$ cat src/rtl/racer_pkg.sv
`default_nettype none
// ============================================================================
// Module  : racer_pkg
// Purpose : Shared race-state encoding and lap-time widths for the overlays.
// Rev     : 1.0  initial release
// ============================================================================
package racer_pkg;

  typedef enum logic [1:0] {
    IDLE      = 2'd0,
    COUNTDOWN = 2'd1,
    RACING    = 2'd2,
    FINISHED  = 2'd3
  } race_state_t;

  localparam int                    LAP_TIME_W       = 16;
  localparam logic [LAP_TIME_W-1:0] LAP_TIME_MAX     = 16'hFFFF;
  localparam int                    TICKS_PER_CS_DEF = 650000;

endpackage
`default_nettype wire

$ cat src/rtl/lap_cs_tick_gen.sv
`default_nettype none
// ============================================================================
// Module  : lap_cs_tick_gen
// Purpose : Centisecond prescaler with enable and synchronous clear.
// Rev     : 1.0  initial release
// ============================================================================
module lap_cs_tick_gen
  import racer_pkg::*;
#(
  parameter int TICKS_PER_CS = TICKS_PER_CS_DEF
) (
  input  logic clk,
  input  logic rst,
  input  logic en,
  input  logic clr,
  output logic cs_tick
);

  localparam int               CNT_W  = (TICKS_PER_CS > 1) ? $clog2(TICKS_PER_CS) : 1;
  localparam logic [CNT_W-1:0] c_last = CNT_W'(TICKS_PER_CS - 1);

  logic [CNT_W-1:0] r_cnt;
  logic             w_wrap;

  assign w_wrap  = (r_cnt == c_last);
  assign cs_tick = en & w_wrap;

  always_ff @(posedge clk or posedge rst) begin
    if (rst) begin
      r_cnt <= '0;
    end else if (clr || (en && w_wrap)) begin
      r_cnt <= '0;
    end else if (en) begin
      r_cnt <= r_cnt + CNT_W'(1);
    end
  end

endmodule
`default_nettype wire

$ cat src/rtl/lap_timer_ctrl.sv
`default_nettype none
// ============================================================================
// Module  : lap_timer_ctrl
// Purpose : Race sequencer and lap timer; best-lap tracking is built only when
//           LAP_TIMER_BEST_LAP_EN is defined.
// Rev     : 1.0  initial release
// ============================================================================
module lap_timer_ctrl
  import racer_pkg::*;
#(
  parameter int TICKS_PER_CS = TICKS_PER_CS_DEF,
  parameter int COUNTDOWN_CS = 300,
  parameter int NUM_LAPS     = 3
) (
  input  logic                  pclk,
  input  logic                  rst,
  input  logic                  start,
  input  logic                  checkpoint,
  input  logic                  finish_line,
  output logic [1:0]            race_state,
  output logic [1:0]            countdown_digit,
  output logic [LAP_TIME_W-1:0] cur_lap_time,
  output logic [LAP_TIME_W-1:0] last_lap_time,
  output logic [LAP_TIME_W-1:0] best_lap_time,
  output logic [3:0]            lap_count,
  output logic                  lap_done
);

  localparam int              CD_W      = $clog2(COUNTDOWN_CS + 1);
  localparam logic [CD_W-1:0] c_cd_last = CD_W'(COUNTDOWN_CS - 1);
  // Digit drops below 3 at ceil(C/3) and below 2 at ceil(2C/3).
  localparam logic [CD_W-1:0] c_cd_thr3 = CD_W'((COUNTDOWN_CS + 2) / 3);
  localparam logic [CD_W-1:0] c_cd_thr2 = CD_W'((2 * COUNTDOWN_CS + 2) / 3);
  localparam logic [3:0]      c_num_laps = 4'(NUM_LAPS);

  race_state_t           r_state, w_state_next;
  logic [CD_W-1:0]       r_cd_cnt;
  logic                  r_fin_q, r_cp_q, r_armed, r_lap_done;
  logic [LAP_TIME_W-1:0] r_cur, r_last;
  logic [3:0]            r_lap_count;
  logic [1:0]            w_digit;
  logic                  w_cs_tick, w_fin_rise, w_cp_rise, w_valid_lap, w_start_race;

  assign w_fin_rise   = finish_line & ~r_fin_q;
  assign w_cp_rise    = checkpoint & ~r_cp_q;
  assign w_valid_lap  = (r_state == RACING) && w_fin_rise && r_armed;
  assign w_start_race = start && ((r_state == IDLE) || (r_state == FINISHED));

  lap_cs_tick_gen #(
    .TICKS_PER_CS(TICKS_PER_CS)
  ) u_tick (
    .clk    (pclk),
    .rst    (rst),
    .en     ((r_state == COUNTDOWN) || (r_state == RACING)),
    .clr    (w_state_next != r_state),
    .cs_tick(w_cs_tick)
  );

  always_ff @(posedge pclk or posedge rst) begin
    if (rst) r_state <= IDLE;
    else     r_state <= w_state_next;
  end

  always_comb begin
    w_state_next = r_state;
    w_digit      = 2'd0;
    case (r_state)
      IDLE:      if (start) w_state_next = COUNTDOWN;
      COUNTDOWN: begin
        if (w_cs_tick && (r_cd_cnt == c_cd_last)) w_state_next = RACING;
        if (r_cd_cnt < c_cd_thr3)      w_digit = 2'd3;
        else if (r_cd_cnt < c_cd_thr2) w_digit = 2'd2;
        else                           w_digit = 2'd1;
      end
      RACING:    if (w_valid_lap && ((r_lap_count + 4'd1) == c_num_laps)) w_state_next = FINISHED;
      FINISHED:  if (start) w_state_next = COUNTDOWN;
      default:   w_state_next = IDLE;
    endcase
  end

  always_ff @(posedge pclk or posedge rst) begin
    if (rst) begin
      r_fin_q     <= 1'b0;
      r_cp_q      <= 1'b0;
      r_armed     <= 1'b0;
      r_lap_done  <= 1'b0;
      r_cd_cnt    <= '0;
      r_cur       <= '0;
      r_last      <= '0;
      r_lap_count <= '0;
    end else begin
      r_fin_q    <= finish_line;
      r_cp_q     <= checkpoint;
      r_lap_done <= 1'b0;
      if (w_start_race) begin
        r_cd_cnt    <= '0;
        r_cur       <= '0;
        r_last      <= '0;
        r_lap_count <= '0;
        r_armed     <= 1'b0;
      end else if (r_state == COUNTDOWN) begin
        if (w_cs_tick) begin
          if (r_cd_cnt == c_cd_last) begin
            r_cd_cnt <= '0;
            r_cur    <= '0;
          end else begin
            r_cd_cnt <= r_cd_cnt + CD_W'(1);
          end
        end
      end else if (r_state == RACING) begin
        // A lap restart wins over a coincident tick.
        if (w_valid_lap) begin
          r_last      <= r_cur;
          r_cur       <= '0;
          r_lap_count <= r_lap_count + 4'd1;
          r_lap_done  <= 1'b1;
        end else if (w_cs_tick && (r_cur != LAP_TIME_MAX)) begin
          r_cur <= r_cur + LAP_TIME_W'(1);
        end
        if (w_cp_rise)        r_armed <= 1'b1;
        else if (w_valid_lap) r_armed <= 1'b0;
      end
    end
  end

`ifdef LAP_TIMER_BEST_LAP_EN
  logic [LAP_TIME_W-1:0] r_best;

  always_ff @(posedge pclk or posedge rst) begin
    if (rst) begin
      r_best <= '0;
    end else if (w_start_race) begin
      r_best <= '0;
    end else if (w_valid_lap && ((r_lap_count == 4'd0) || (r_cur < r_best))) begin
      r_best <= r_cur;
    end
  end

  assign best_lap_time = r_best;
`else
  assign best_lap_time = '0;
`endif

  assign race_state      = r_state;
  assign countdown_digit = w_digit;
  assign cur_lap_time    = r_cur;
  assign last_lap_time   = r_last;
  assign lap_count       = r_lap_count;
  assign lap_done        = r_lap_done;

endmodule
`default_nettype wire

$ cat config.mk
export PLATFORM = sky130hd
export DESIGN_NAME = lap_timer_ctrl
export DESIGN_NICKNAME = d
export VERILOG_FILES = /design/src/rtl/racer_pkg.sv /design/src/rtl/lap_cs_tick_gen.sv /design/src/rtl/lap_timer_ctrl.sv
export SDC_FILE = /design/constraint.sdc
export NUM_CORES = 1
export LEC_CHECK = 0
export BUFFER_PORTS_ARGS = -buffer_cell sky130_fd_sc_hd__buf_2
export CORE_MARGIN = 3
export CORE_UTILIZATION = 55
export CTS_CLUSTER_DIAMETER = 120
export DETAILED_ROUTE_END_ITERATION = 8
export PLACE_DENSITY_LB_ADDON = 0.12
export SKIP_LAST_GASP = 1
export SYNTH_ARGS = -nofsm -noshare
export SYNTH_HDL_FRONTEND = slang
export SYNTH_SLANG_ARGS = --single-unit
$ cat constraint.sdc
create_clock -name pclk -period 3.46 [get_ports pclk]
set_input_delay 0.173 -clock pclk [delete_from_list [all_inputs] [get_ports pclk]]
set_output_delay 0.173 -clock pclk [all_outputs]
set_load 0.05 [all_outputs]
# Word level (Yosys, flattened, before mapping)
# Index checks and enable logic that the tools add are counted.
classes:
  addsub: 4
  magnitude_cmp: 2
  eq_ne: 11
  muxes: 37
  bitwise_logic: 5
  n_reduce_logical: 24
op_table:
  columns: ["cell", "count"]
  rows:
  - ["$mux 16", 11]
  - ["$mux 20", 2]
  - ["$mux 9", 4]
  - ["$add 20x1->20 const B", 1]
  - ["$eq 20x20->1 const B", 1]
  - ["$add 16x1->16 const B", 1]
  - ["$mux 4", 4]
  - ["$ne 16x16->1 const B", 1]
  - ["$mux 2", 6]
  - ["$reduce_bool 2->1", 5]
  - ["$add 9x1->9 const B", 1]
  - ["$eq 9x9->1 const B", 1]
  - ["$lt 9x7->1 const B", 1]
  - ["$lt 9x8->1 const B", 1]
  - ["$mux 1", 9]
  - ["$logic_and 1x1->1", 7]
  - ["$pmux 2 s3", 1]
  - ["$reduce_and 3->1", 2]
  - ["$reduce_bool 3->1", 2]
  - ["$add 4x1->4 const B", 1]
  - ["$eq 2x2->1 const B", 2]
  - ["$eq 4x2->1 const B", 1]
  - ["$reduce_and 4->1", 1]
  - ["$reduce_bool 4->1", 1]
  - ["11 further kinds", 16]
word_totals:
  register_bits: 71
  in_bits: 5
  elab_cells: 93

# Longest topological paths before layout
# Gate-level depths: netlist of the first run.
depth:
  depth_word: 10
  depth_mapped: 10

# Hierarchy
# A second synthesis of the first run with hierarchy kept.
unflattened:
  hier_cells: 407
  hier_area_um2: 3873.7
by_module_without_submodules:
  columns: ["module", "instances", "cells_each", "area_each_um2"]
  rows:
  - ["lap_timer_ctrl", 1, 299, 2801.4]
  - ["lap_cs_tick_gen", 1, 108, 1072.3]

# Least setup slack after synthesis of the first run
# OpenSTA, ideal clock, no wires.
synth_path:
  kind: "register to register"
  start: "register r_state[0], in the netlist race_state[0]"
  end: "register r_cur[4], in the netlist cur_lap_time[4]"
  setup_ps: 118
  arrival_ps: 2717
  required_ps: 3342
  path_slack_ps: 625
  path_stages_with_launch: 10
  cell_sequence: "dfrtp_1 inv_1 ha_1 and4b_1 nand4_1 a211oi_2 buf_2 nand4_1 a21o_2 a21o_1"
synth_between:
  elab_chain_cells: 7
  elab_cells_between_ends: 20
  cone_classes: "eq/ne: 5; mux: 4; bitwise: 1; reduce/logical: 10"
synth_rtl:
  columns: ["element", "line_no", "text"]
  rows:
  - ["from (decl)", "lap_timer_ctrl.sv:36", "race_state_t r_state, w_state_next;"]
  - ["from (signal assigned)", "lap_timer_ctrl.sv:61", "else r_state <= w_state_next;"]
  - ["$eq 2x2->1", "lap_timer_ctrl.sv:46, lap_timer_ctrl.sv:54, lap_timer_ctrl.sv:110", null]
  - ["$logic_and 1x1->1 (2 in a row)", "lap_timer_ctrl.sv:46", "assign w_valid_lap = (r_state == RACING) && w_fin_rise && r_armed;"]
  - ["$mux 16", "lap_timer_ctrl.sv:112", "if (w_valid_lap) begin"]
  - ["$mux 16", "lap_timer_ctrl.sv:110", "end else if (r_state == RACING) begin"]
  - ["$mux 16", "lap_timer_ctrl.sv:101", "end else if (r_state == COUNTDOWN) begin"]
  - ["$mux 16", "lap_timer_ctrl.sv:95", "if (w_start_race) begin"]
  - ["to (signal assigned)", "lap_timer_ctrl.sv:118", "r_cur <= r_cur + LAP_TIME_W'(1);"]
  - ["to (decl)", "lap_timer_ctrl.sv:39", "logic [LAP_TIME_W-1:0] r_cur, r_last;"]
# Parallel ways exist; a longest one is shown, timed or not. The select of a mux whose other input is x is not followed.
# A chain may end at the register's enable or synchronous reset.

# Worst setup path in the final report of the first run
# Ends and elaborated chain as after synthesis.

==> results of run 1 <==
## registers in the layout (all words and copies together), names as in the netlist
signal         flops
lap_done           1
race_state         2
r_armed            1
u_tick.r_cnt      20
r_cp_q             1
cur_lap_time      16
last_lap_time     16
lap_count          4
r_fin_q            1
r_cd_cnt           9
## power groups by stage
stage	Sequential, mW	Clock (mW)	Combinational (mW)
after floorplan	0.967	0	0.669
after global placement	0.916	0	0.918
after detailed placement	0.922	0	0.925
after CTS	0.905	0.639	0.935
after global routing	0.913	0.672	1.03
final	0.906	0.623	0.931
## cell type report
cell class	instances	area share
clock inverters	4	0.0114
well taps	77	0.0231
inverters	12	0.0108
clock buffers	11	0.0315
multi-input cells	293	0.427
repair buffers	53	0.0701
flip-flops and latches	71	0.426
## worst reg2reg max path: stages (launching register included)
cell and delay [ns]:
dfrtp_1 0.41, inv_1 0.11, ha_1 0.46, and4b_1 0.40, nand4_1 0.28, a211oi_2 0.28, buf_4 0.27, nand4_1 0.15
a21o_2 0.23, a21o_1 0.18
## repair_timing
| item | in CTS | in global routing |
|---|---|---|
| hold buffers | 3 | 0 |
| endpoints found under the setup margin | 0 | 0 |
| hold endpoints to repair | 23 | 0 |
## per-layer routing
metal	global-route usage	wire, µm	part of all wire
met3	0.0531	381	0.047
met1	0.270	3560	0.44
met2	0.375	3980	0.49
met5	0	0	0
met4	0.0797	131	0.016
## how the worst min path moves through the flow
| stage | from | end | slack [ns] |
|---|---|---|---|
| 2_1_floorplan | checkpoint | r_cp_q$_DFF_PP0_ | 0.20 |
| 4_1_cts | start | race_state[1]$_DFF_PP0_ | 0.11 |
| 3_3_place_gp | rst | last_lap_time[9]$_DFFE_PP0P_ | 0.20 |
| 6_report | start | race_state[1]$_DFF_PP0_ | 0.12 |
| 3_5_place_dp | rst | last_lap_time[8]$_DFFE_PP0P_ | 0.21 |
| 5_1_grt | start | race_state[1]$_DFF_PP0_ | 0.11 |
## placed cells by master, fill, tap and decap left out, types with 8 or more instances in the layout
cell type | netlist | final
nand2_1 | 33 | 33
o31ai_1 | 9 | 9
o21ai_0 | 31 | 31
conb_1 | 1 | 16
clkbuf_8 | 0 | 9
nand3_1 | 21 | 21
dfrtp_1 | 71 | 71
a22o_1 | 16 | 16
ha_1 | 8 | 8
a31oi_1 | 8 | 8
xor2_1 | 12 | 12
buf_2 | 1 | 45
a21oi_1 | 14 | 14
nand4_1 | 11 | 11
nor3_1 | 17 | 17
inv_1 | 11 | 10
and3_1 | 9 | 9
nor2_1 | 31 | 31
## through the flow
stage | util | setup WS (ns) | hold slack (ns) | area [µm²]
after floorplan | - | 0.625 | 0.204 | 3770
after global placement | 0.614 | 0.758 | 0.198 | 3970
after detailed placement | 0.614 | 0.625 | 0.207 | 3970
after CTS | 0.646 | 0.635 | 0.106 | 4170
after global routing | 0.646 | 0.369 | 0.110 | 4170
final | 0.646 | 0.595 | 0.120 | 4170
## cell families (layout without fill, tap and decap cells)
logic type / after synthesis / in the layout / synth area share
flip-flops: 71 / 71 / 0.478
other: 1 / 16 / 0.00101
multiplexers: 2 / 2 / 0.00538
AND/OR/NAND/NOR: 149 / 149 / 0.209
buffers and inverters: 39 / 80 / 0.0589
AO/OA/AOI/OAI: 99 / 99 / 0.176
XOR/XNOR: 19 / 19 / 0.0448
adder cells (fa/ha/maj): 8 / 8 / 0.0269
==> metrics.txt, run 1 <==
worst-skew pair later-pin latency approximately 0.34 ns; DRC violations left 0; cell area power density 589 nW/µm²; Tightest Pin Transition ~0.74 ns; outcome finished clean; switch share 0.412; DR WL/cell approximately 15 µm; Cells after Synth 388; #FFs+latches synth approximately 70; port bufs between 40 and 50; Syn Area/Cell 9.58 µm²; Slew Limit Fails 0; R2R Setup Slk about 0.59 ns; Critical Path Max Stage Delay 0.46 ns; die height 88.2 µm; detailed placer's ending HPWL between 5 and 6 mm; placer congestion estimate 0.833; Sequential cell area ~1800 µm²; num rows 29; CP bufs+invs 2; total grt overflow 0; clk slew on worst S/H paths roughly 0.070 ns; Hold Crit Depth 2; Yosys warning count 0; die area 7780 µm²; vias per std cell 5.91; first-pass GRT wire length around 13 mm; Root Buffer clkbuf_8; Die Wd 88.2 µm; Setup Skew between 0.007 and 0.008 ns; number of flops mapped to enable cells by yosys 0; WP depth 9; Async S/R FF share, synth 1.00; drt pass-1 iters 4; top_reg_cell synth dfrtp_1; Setup Buffers After CTS 0; clock power share 0.253; most frequent cells after synthesis dfrtp_1, nand2_1, nor2_1, o21ai_0, nand3_1; Max clock buf depth 2; r2r endpoint cur_lap_time[4]$_DFFE_PP0P_; CTS H-tree depth 3; register area share after synthesis 0.478; endpoint type of the worst setup path register; Min Clock Period, post-route roughly 2.9 ns; multi-input logic area between 1500 and 2000 µm²; internal power approximately 1.4 mW; Yosys top cell area share 0.478; CTS resizes 0; setup TNS after final layout 0 ns; CTS tree built; layout cells sized above 1 0.164; CP dominant cell by count nand4_1; max cap viols 0; Lkg Pwr just over 2 nW; # fillers approximately 550; core area between 6000 and 7000 µm²; worst r2r src race_state[0]$_DFF_PP0_; placed cell count between 500 and 600; Reg power frac 0.368; r2r worst-path depth 9; unrepaired setup endpoints after global routing false; combinational share of power 0.378; WS Path Type register to register; CP cell instances inv_1, ha_1, and4b_1, nand4_1, a211oi_2, buf_4, nand4_1, a21o_2, a21o_1; nets around 450; Final ANT Viol Nets 0; VDD IR max ~0.33 mV; total vias in the final route 3080; synth top area cells dfrtp_1, o21ai_0, a22o_1, buf_4, nand2_1; CP max-delay cell ha_1; final hold vios 0; Sinks on Clock Net 71; P&R area growth vs syn 12.2%; Critical path origin race_state[0]$_DFF_PP0_; Max FO, Critical Path 22; fin crit share 0.828; Post-Syn Area approximately 3700 µm²; initial antenna violation count 0; largest net degree at the start of global routing a little over 50; Critical Path Start Type register; Unique masters post-synth 53; P_sw 1.01 mW; n_diodes 0; Synth area leader dfrtp_1; worst setup path end cur_lap_time[4]$_DFFE_PP0P_; initial DRC count ~140; vias in the first global route approximately 2900; Tot GR Track Use 0.219; Worst path top cell family by delay simple AND/OR/NAND/NOR gates; CTS Buf Count 9; normalized max-slew margin 0.504; WL final 8.06 mm; Hold Path Class primary input to register; Worst Path Arrival between 3 and 4 ns; Final Instance Count excl. Fillers about 520; Fmax achieved approximately 350 MHz; most frequent cell after synthesis dfrtp_1; Power Total about 2.5 mW; Final Setup Violations 0; Initial Util 0.576; num ports 62; WP data required 3.69 ns
No activity file was read; power rests on OpenSTA's default activity.
==> run 2: changes to the inputs <==
--- a/config.mk
+++ b/config.mk
@@ -5,6 +5,7 @@
 export SDC_FILE = /design/constraint.sdc
 export NUM_CORES = 1
 export LEC_CHECK = 0
+export ABC_AREA = 1
 export BUFFER_PORTS_ARGS = -buffer_cell sky130_fd_sc_hd__buf_2
 export CORE_MARGIN = 3
 export CORE_UTILIZATION = 55
==> constraint.sdc (replaced) <==
create_clock -name pclk -period 2.9 [get_ports pclk]
set_input_delay 0.145 -clock pclk [delete_from_list [all_inputs] [get_ports pclk]]
set_output_delay 0.145 -clock pclk [all_outputs]
set_load 0.05 [all_outputs]
==> metrics.txt, run 2 <==
Final Instance Count excl. Fillers 678 (was 521); VDD IR max 0.278 mV (was 0.328 mV); fin crit share 0.816 (was 0.828); CP bufs+invs 4 (was 2); CTS H-tree depth 3 (unchanged); Sequential cell area 1780 µm² (unchanged); top_reg_cell synth dfrtp_1 (unchanged); setup ws final 0.533 ns (was 0.595 ns); Root Buffer clkbuf_8 (unchanged); Max clock buf depth 2 (unchanged); P_sw 0.451 mW (was 1.01 mW); largest net degree at the start of global routing 72 (was 51); multi-input logic area 2140 µm² (was 1780 µm²); synth top area cells dfrtp_1, nand2_1, xor2_1, nand3_1, nor2_1 (was dfrtp_1, o21ai_0, a22o_1, buf_4, nand2_1); Critical Path Max Stage Delay 0.40 ns (was 0.46 ns); cell area power density 403 nW/µm² (was 589 nW/µm²); r2r endpoint u_tick.r_cnt[14]$_DFFE_PP0P_ (was cur_lap_time[4]$_DFFE_PP0P_); initial DRC count 162 (was 137); total grt overflow 0 (unchanged); switch share 0.234 (was 0.412); Setup Skew 0.0102 ns (was 0.00759 ns); n_diodes 0 (unchanged); Unique masters post-synth 46 (was 53); CTS tree built (unchanged); most frequent cells in the layout nand2_1, dfrtp_1, nor2_1, buf_2, inv_1 (was dfrtp_1, buf_2, nand2_1, nor2_1, o21ai_0); #FFs+latches synth 71 (unchanged); Syn Area/Cell 8.22 µm² (was 9.58 µm²); setup TNS after final layout 0 ns (unchanged); Fmax achieved 422 MHz (was 349 MHz); R2R Setup Slk 0.53 ns (was 0.59 ns); Sinks on Clock Net 71 (unchanged); internal power 1.47 mW (was 1.45 mW); # fillers 662 (was 545); initial antenna violation count 0 (unchanged); number of flops mapped to enable cells by yosys 0 (unchanged); register area share after synthesis 0.411 (was 0.478); hold slack 0.0404 ns (was 0.120 ns); Final ANT Viol Nets 0 (unchanged); port bufs 45 (unchanged); WS Path Type register to register (unchanged); Power Total 1.92 mW (was 2.46 mW); placed cell count 661 (was 503); Worst path top cell family by delay simple AND/OR/NAND/NOR gates (unchanged); most common cell after layout, fill and taps aside nand2_1 (was dfrtp_1); Post-Syn Area 4320 µm² (was 3720 µm²); num ports 62 (unchanged); Critical Path Start Type register (unchanged); most frequent cells after synthesis nand2_1, dfrtp_1, nor2_1 (was dfrtp_1, nand2_1, nor2_1, o21ai_0, nand3_1); Yosys warning count 0 (unchanged); core area 7450 µm² (was 6460 µm²); outcome finished clean (unchanged); Min Clock Period, post-route 2.37 ns (was 2.87 ns); max cap viols 0 (unchanged); Yosys top cell area share 0.411 (was 0.478); Hold Path Class primary input to async pin (was primary input to register); endpoint type of the worst setup path register (unchanged); Tot GR Track Use 0.228 (was 0.219); layout cells sized above 1 0.242 (was 0.164); P&R area growth vs syn 10.5% (was 12.2%); Cells after Synth 526 (was 388); most frequent cell after synthesis nand2_1 (was dfrtp_1); Max FO, Critical Path 16 (was 22); Async S/R FF share, synth 1.00 (unchanged); Initial Util 0.581 (was 0.576); Reg power frac 0.515 (was 0.368); CP cell instances inv_1, ha_1, inv_6, nand3_1, nor2_2, nand3_2, nand2_2, nand3_1, nand2_1, inv_1, nand3_2, buf_12, nor2_2 (was inv_1, ha_1, and4b_1, nand4_1, a211oi_2, buf_4, nand4_1, a21o_2, a21o_1); Post-Place Worst Slack 0.536 ns (was 0.625 ns); CTS Buf Count 9 (unchanged); clock power share 0.447 (was 0.253); worst r2r src race_state[0]$_DFF_PP0_ (unchanged); clk slew on worst S/H paths 0.08 ns (was 0.07 ns); drt pass-1 iters 4 (unchanged); vias in the first global route 3480 (was 2877); worst-skew pair later-pin latency 0.35 ns (was 0.34 ns); Lkg Pwr 2.25 nW (was 2.02 nW); detailed placer's ending HPWL 6.71 mm (was 5.59 mm); nets 588 (was 453); total vias in the final route 3595 (was 3080); first-pass GRT wire length 16.2 mm (was 13.4 mm); r2r worst-path depth 13 (was 9); Die Wd 94.7 µm (was 88.2 µm); Worst Path Arrival 2.60 ns (was 3.10 ns); Slew Limit Fails 0 (unchanged); placer congestion estimate 0.904 (was 0.833); CP max-delay cell dfrtp_1 (was ha_1); DRC violations left 0 (unchanged); vias per std cell 5.30 (was 5.91); max reg flops 20 (unchanged); final hold vios 0 (unchanged); DR WL/cell 13.7 µm (was 15.5 µm); die area 8960 µm² (was 7780 µm²); die height 94.7 µm (was 88.2 µm); Top reg by flops u_tick.r_cnt (unchanged); combinational share of power 0.038 (was 0.378); Synth area leader dfrtp_1 (unchanged); unrepaired setup endpoints after global routing false (unchanged); Tightest Pin Transition 0.883 ns (was 0.743 ns); normalized max-slew margin 0.411 (was 0.504); Final Setup Violations 0 (unchanged); num rows 31 (was 29); WL final 9.30 mm (was 8.06 mm); WP data required 3.13 ns (was 3.69 ns)
## run 2: cell types whose count changed after synthesis, moves of 9 or more
cell,change
o21ai_2,+14
nor2_2,+24
a22o_1,-12
nand3_1,+18
xor2_1,+11
nand2_2,+9
and3_1,-9
nand2_1,+69
inv_1,+34
nor2_1,+16
o21ai_0,-11
a21oi_1,-9
## run 2: cell families after synthesis
family / after synthesis / synth area share
xor+xnor: 26 / 0.0527
simple gates: 274 / 0.309
other cells: 1 / 0.000867
flops: 71 / 0.411
mux: 1 / 0.00231
buf+inv: 87 / 0.108
compound gates: 58 / 0.0932
fa+ha+maj: 8 / 0.0231
## run 2: power groups by stage
| stage | clock, mW | sequential, mW | combinational, mW |
|---|---|---|---|
| after floorplan | 0 | 1.01 | 0.0776 |
| after global placement | 0 | 1.01 | 0.0711 |
| after detailed placement | 0 | 1.01 | 0.0717 |
| after CTS | 0.876 | 0.991 | 0.0739 |
| after global routing | 0.924 | 0.991 | 0.0791 |
| final | 0.861 | 0.991 | 0.0722 |
## run 2: worst max path at each step
| stage | slack (ns) | from | endpoint | depth (start not counted) |
|---|---|---|---|---|
| detailed placement | 0.54 | race_state[0]$_DFF_PP0_ | u_tick.r_cnt[13]$_DFFE_PP0P_ | 13 |
| floorplan | 0.53 | race_state[0]$_DFF_PP0_ | u_tick.r_cnt[11]$_DFFE_PP0P_ | 14 |
| CTS | 0.52 | race_state[0]$_DFF_PP0_ | u_tick.r_cnt[13]$_DFFE_PP0P_ | 13 |
| global placement | 0.62 | race_state[0]$_DFF_PP0_ | u_tick.r_cnt[11]$_DFFE_PP0P_ | 13 |
| finish | 0.53 | race_state[0]$_DFF_PP0_ | u_tick.r_cnt[14]$_DFFE_PP0P_ | 13 |
| global route | 0.32 | race_state[0]$_DFF_PP0_ | u_tick.r_cnt[14]$_DFFE_PP0P_ | 13 |
## run 2: final cells by class
| type | instances | share of cell area |
|---|---|---|
| tap | 99 | 0.0259 |
| inverter | 57 | 0.0474 |
| multi-input combinational | 383 | 0.447 |
| clock inverter | 6 | 0.0181 |
| clock buffer | 9 | 0.0259 |
| timing repair buffer | 53 | 0.0634 |
| sequential | 71 | 0.372 |
## run 2: repair_timing
item / in CTS / in global routing
hold buffers: 2 / 0
endpoints found under the hold margin: 2 / 0
resized for setup: 0 / 0
buffers inserted: 0 / 0
## run 2: metrics by stage
| stage | instance area [µm²] | util |
|---|---|---|
| 2_1_floorplan | 4380 | - |
| 3_3_place_gp | 4550 | 0.611 |
| 3_5_place_dp | 4550 | 0.611 |
| 4_1_cts | 4780 | 0.641 |
| 5_1_grt | 4780 | 0.641 |
| 6_report | 4780 | 0.641 |
## run 2: metal layers
metal / vias up / global-route usage / share of wire
met4: 0 / 0.0865 / 0.024
met3: 22 / 0.0478 / 0.045
met2: 96 / 0.379 / 0.49
li1: 1774 / - / -
met1: 1703 / 0.291 / 0.44
met5: - / 0 / 0
## run 2: worst reg2reg max path, cell delays in order, from the launching register on
cell and delay (ns):
dfrtp_1 0.40, inv_1 0.11, ha_1 0.37, inv_6 0.14
nand3_1 0.12, nor2_2 0.17, nand3_2 0.13, nand2_2 0.11
nand3_1 0.09, nand2_1 0.06, inv_1 0.04, nand3_2 0.25
buf_12 0.20, nor2_2 0.04
